--- src/rtl/flag_shadow_stack.sv ---
// flag_shadow_stack: save/restore LIFO for the MCU C and Z flags.
// PUSH captures {C_IN,Z_IN} on interrupt entry; POP returns the top entry on
// C_OUT/Z_OUT together with a one-cycle FLG_LD strobe into the flag registers.
// Optional feature macro: FLAG_CLR_ON_PUSH_EN (pulse FLG_CLR after each accepted push).
//
// Strobe semantics: PUSH and POP are single-cycle requests with no backpressure.
// A request that cannot be honoured (push when full, pop when empty) is dropped
// and recorded in the sticky OVF/UNF flags; FULL/EMPTY tell the control unit in
// advance whether the next request will be accepted.
module flag_shadow_stack #(
    parameter int DEPTH = 4,
    localparam int CW = $clog2(DEPTH + 1)
) (
    input  logic          CLK,
    input  logic          RST_N,
    input  logic          C_IN,
    input  logic          Z_IN,
    input  logic          PUSH,
    input  logic          POP,
    input  logic          CLR_ERR,
    output logic          C_OUT,
    output logic          Z_OUT,
    output logic          FLG_LD,
    output logic          FLG_CLR,
    output logic [CW-1:0] COUNT,
    output logic          FULL,
    output logic          EMPTY,
    output logic          OVF,
    output logic          UNF
);

    typedef enum logic {
        ST_IDLE    = 1'b0,
        ST_RESTORE = 1'b1
    } fsm_state_e;

    // state_q is the FSM state; it is kept as a plainly named register so
    // checkers can bind to it directly.
    fsm_state_e state_q;
    fsm_state_e state_d;

    logic [1:0]    mem [DEPTH];
    logic [CW-1:0] count_q;
    logic [CW-1:0] top_idx;
    logic [1:0]    top_val;
    logic          c_q;
    logic          z_q;
    logic          ovf_q;
    logic          unf_q;

    logic full;
    logic empty;
    logic pop_acc;   // pop that returns an entry (plain pop or swap)
    logic swap;      // push and pop together on a non-empty stack
    logic push_acc;  // push that grows the stack
    logic ovf_set;
    logic unf_set;

    assign full    = (count_q == CW'(DEPTH));
    assign empty   = (count_q == '0);
    assign top_idx = count_q - CW'(1);

    assign pop_acc  = POP && !empty;
    assign swap     = PUSH && POP && !empty;
    // An empty-stack pop does not block a concurrent push.
    assign push_acc = PUSH && !full && !(POP && !empty);
    assign ovf_set  = PUSH && !POP && full;
    assign unf_set  = POP && empty;

    // Read the current top-of-stack entry.
    always_comb begin
        top_val = 2'b00;
        for (int i = 0; i < DEPTH; i++) begin
            if (top_idx == CW'(i)) begin
                top_val = mem[i];
            end
        end
    end

    // Stack storage: no reset, entries at or above COUNT are don't-care.
    always_ff @(posedge CLK) begin
        if (RST_N) begin
            for (int i = 0; i < DEPTH; i++) begin
                if (push_acc && count_q == CW'(i)) begin
                    mem[i] <= {C_IN, Z_IN};
                end else if (swap && top_idx == CW'(i)) begin
                    mem[i] <= {C_IN, Z_IN};
                end
            end
        end
    end

    // FSM state register.
    always_ff @(posedge CLK) begin
        if (!RST_N) begin
            state_q <= ST_IDLE;
        end else begin
            state_q <= state_d;
        end
    end

    // FSM next state: stay in RESTORE exactly as long as pops keep arriving.
    always_comb begin
        state_d = ST_IDLE;
        case (state_q)
            ST_IDLE:    state_d = pop_acc ? ST_RESTORE : ST_IDLE;
            ST_RESTORE: state_d = pop_acc ? ST_RESTORE : ST_IDLE;
            default:    state_d = ST_IDLE;
        endcase
    end

    // Occupancy count, restored flag values and sticky error flags.
    always_ff @(posedge CLK) begin
        if (!RST_N) begin
            count_q <= '0;
            c_q     <= 1'b0;
            z_q     <= 1'b0;
            ovf_q   <= 1'b0;
            unf_q   <= 1'b0;
        end else begin
            if (push_acc) begin
                count_q <= count_q + CW'(1);
            end else if (pop_acc && !swap) begin
                count_q <= count_q - CW'(1);
            end

            if (pop_acc) begin
                c_q <= top_val[1];
                z_q <= top_val[0];
            end

            // A new error in the same cycle as CLR_ERR wins.
            if (ovf_set) begin
                ovf_q <= 1'b1;
            end else if (CLR_ERR) begin
                ovf_q <= 1'b0;
            end

            if (unf_set) begin
                unf_q <= 1'b1;
            end else if (CLR_ERR) begin
                unf_q <= 1'b0;
            end
        end
    end

`ifdef FLAG_CLR_ON_PUSH_EN
    logic clr_q;

    // One-cycle clear pulse after every accepted push, including a swap.
    always_ff @(posedge CLK) begin
        if (!RST_N) begin
            clr_q <= 1'b0;
        end else begin
            clr_q <= push_acc || swap;
        end
    end

    assign FLG_CLR = clr_q;
`else
    assign FLG_CLR = 1'b0;
`endif

    assign FLG_LD = (state_q == ST_RESTORE);
    assign C_OUT  = c_q;
    assign Z_OUT  = z_q;
    assign COUNT  = count_q;
    assign FULL   = full;
    assign EMPTY  = empty;
    assign OVF    = ovf_q;
    assign UNF    = unf_q;

endmodule

--- config.mk ---
export PLATFORM = sky130hd
export DESIGN_NAME = flag_shadow_stack
export DESIGN_NICKNAME = d
export VERILOG_FILES = /design/src/rtl/flag_shadow_stack.sv
export SDC_FILE = /design/constraint.sdc
export NUM_CORES = 1
export LEC_CHECK = 0
export BUFFER_PORTS_ARGS = -buffer_cell sky130_fd_sc_hd__buf_4
export CAP_MARGIN = 25
export CORE_UTILIZATION = 58
export CTS_CLUSTER_SIZE = 20
export DETAILED_ROUTE_END_ITERATION = 8
export PLACE_DENSITY = 0.87
export SLEW_MARGIN = 20
export SYNTH_ARGS = -nofsm -noshare
export SYNTH_HDL_FRONTEND = slang
export SYNTH_SLANG_ARGS = --single-unit
--- constraint.sdc ---
create_clock -name CLK -period 2.6 [get_ports CLK]
set_input_delay 0.65 -clock CLK [delete_from_list [all_inputs] [get_ports CLK]]
set_output_delay 0.65 -clock CLK [all_outputs]
set_load 0.03 [all_outputs]
==> metrics <==
status=complete, no violations; DR iter-0 viols=41; Data required, critical path=around 2.0 ns; Clk Tree Root Cell=clkbuf_4; cts-stage hold buffer count=0; Slew Viols, Final=0; CP max stage cell=ha_1; CP peak stage delay=between 0.4 and 0.5 ns; die area=around 0.0019 mm²; Post-synth EDFFs=8; share of the synthesized area in the top cell type=between 20% and 30%; WP buf/inv=3; Max Freq=around 0.44 GHz; syn_nets=around 120; number of cells produced by synthesis=110; Synth async-reset ratio=0%; Final min period=between 2 and 2.5 ns; GRT Total Usage=about 24%; Clock Skews=0.00429 ns; DRC Markers=0; initial antenna violation count=0; critical path class=register to output port; grt ovf=0; row count=14; clock sinks=16; worst min path class=register to register; Cell Count, Final, Fillers Out=140; detailed placement HPWL=approximately 1500 µm; synthesis-to-layout area growth=12.0%; critical path's top delay family=buffers and inverters; MaxCap Viol Count=0; worst path cell trace=inv_1 > ha_1 > nand2_1 > inv_1 > buf_4; first-pass GRT wire length=3400 µm; post-layout util=71.8%; Core ar.=0.00154 mm²; fin nets=about 140; startpoint type of the worst setup path=register; ANT nets after route=0; setup violators final=0; Hold Fails Final Rpt=0; fraction of layout cells with a size suffix above 1=21.0%; Initial Util=between 60 and 70%; Num CTS Buffers=3; CP endpoint kind=output port; Placed Cells=between 100 and 150; fin worst setup slack=0.326 ns; RSZ-0062 raised after global routing=false; sequential area share after synthesis=around 41%; Mean Syn Cell Area=8.99 µm²; port buffer count=16; drt first pass iters=4; largest area contributor in the netlist=edfxtp_1; post-CTS setup buffers=0; number of global-route vias before repair=739; Worst-path clk slew=~0.090 ns; Max clock buf depth=2; synthesized cell area=just under 0.001 mm²; GP Congestion=a little under 1; Via density=6.13; leading post-synthesis cells by cell area=edfxtp_1 (24%), dfxtp_1 (16%), ha_1 (7.6%); CTS resizes=0; Boundary Pins=18; VDD IR max=699 µV; cell with the most instances on the worst path=inv_1; maximum fanout along the worst path=9; CP arrival=about 1.6 ns; largest net degree at the start of global routing=17; leakage=~0.45 nW; die width=around 43 µm; Post-Route WL=between 2000 and 2500 µm; Most used DFF post-synth=edfxtp_1; setup TNS=0 ns; PwrDens=about 1100 mW/mm²; YS warnings=0; crit share post-route=between 80% and 90%; die height=about 43 µm; CTS H-tree lvls=1; wire length per cell=~15 µm; most frequent cells after synthesis=a21oi_1 (11), nand2_1 (9), nor2_1 (9); via count=about 860; antenna cells=0; number of distinct library cells after synthesis=36; synthesis-stage register bit count=16; CTS tree=done; clk_lat worst skew=0.28 ns; Post-Place Setup Slack=~0.61 ns; most common cell in the netlist=a21oi_1
final cells by class:
cell class	instances	area, µm²
clock buffers	3	22.5
clock inverters	1	3.75
fillers	112	434
inverters	9	33.8
multi-input cells	79	507
flip-flops and latches	16	400
well taps	16	20.0
repair buffers	16	120
flip-flops by register name, indices dropped and copies added, names as in the netlist:
signal  flops
OVF         1
COUNT       3
UNF         1
C_OUT       1
Z_OUT       1
mem         8
FLG_LD      1
placed cells by master, fill, tap and decap left out, types with 2 or more instances in the layout:
cell type	n
o21ai_0	5
inv_1	7
dfxtp_1	8
nor2b_1	3
o22ai_1	2
nand2_1	9
a22oi_1	2
a21oi_1	11
a31oi_1	5
edfxtp_1	8
nand3_1	3
ha_1	6
clkbuf_4	3
buf_4	16
nor3_1	2
nand2b_1	4
nand2b_4	2
nor2_1	9
inv_2	2
through the flow:
| stage | hold WS (ns) | total power [W] | area [µm²] |
|---|---|---|---|
| after detailed placement | 0.472 | 0.00109 | 1080 |
| after floorplan | 0.547 | 0.000935 | 988 |
| final | 0.486 | 0.00124 | 1110 |
| after CTS | 0.488 | 0.00123 | 1110 |
| after global placement | 0.461 | 0.00108 | 1080 |
| after global routing | 0.520 | 0.00132 | 1110 |
logic make-up after synthesis:
family / Yosys count / share of synthesized area, %
simple gates: 35 / 18.5
compound gates: 34 / 21.5
flops: 16 / 40.5
buf+inv: 15 / 8.23
fa+ha+maj: 6 / 7.59
xor+xnor: 2 / 1.77
other cells: 1 / 0.379
mux: 1 / 1.52
worst min-delay path, stage by stage, from the launching register on:
cell      delay [ns]
dfxtp_1         0.32
nand2b_1        0.06
a21oi_1         0.06
report_power, final:
part	switching, W	internal [W]
registers	0.0000499	0.000320
logic	0.000453	0.000282
clock network	0.0000780	0.0000557
total	0.000581	0.000657
final timing paths:
check                start        end  slack [ns]  cells after the start
hold reg to reg        OVF        OVF        0.49                      2
hold / removal         OVF        OVF        0.49                      2
setup / recovery  COUNT[0]       FULL        0.33                      5
setup reg to reg  COUNT[1]  mem[2][0]        0.55                      6
metal layers:
| layer | up-vias | part of all wire, % | GRT usage (%) |
|---|---|---|---|
| met5 | - | 0 | 0 |
| li1 | 417 | - | - |
| met3 | 2 | 10 | 4.68 |
| met4 | 0 | 0.62 | 6.06 |
| met1 | 389 | 43 | 37.1 |
| met2 | 50 | 46 | 34.6 |
Note: power is estimated with default switching activity, not from simulation.
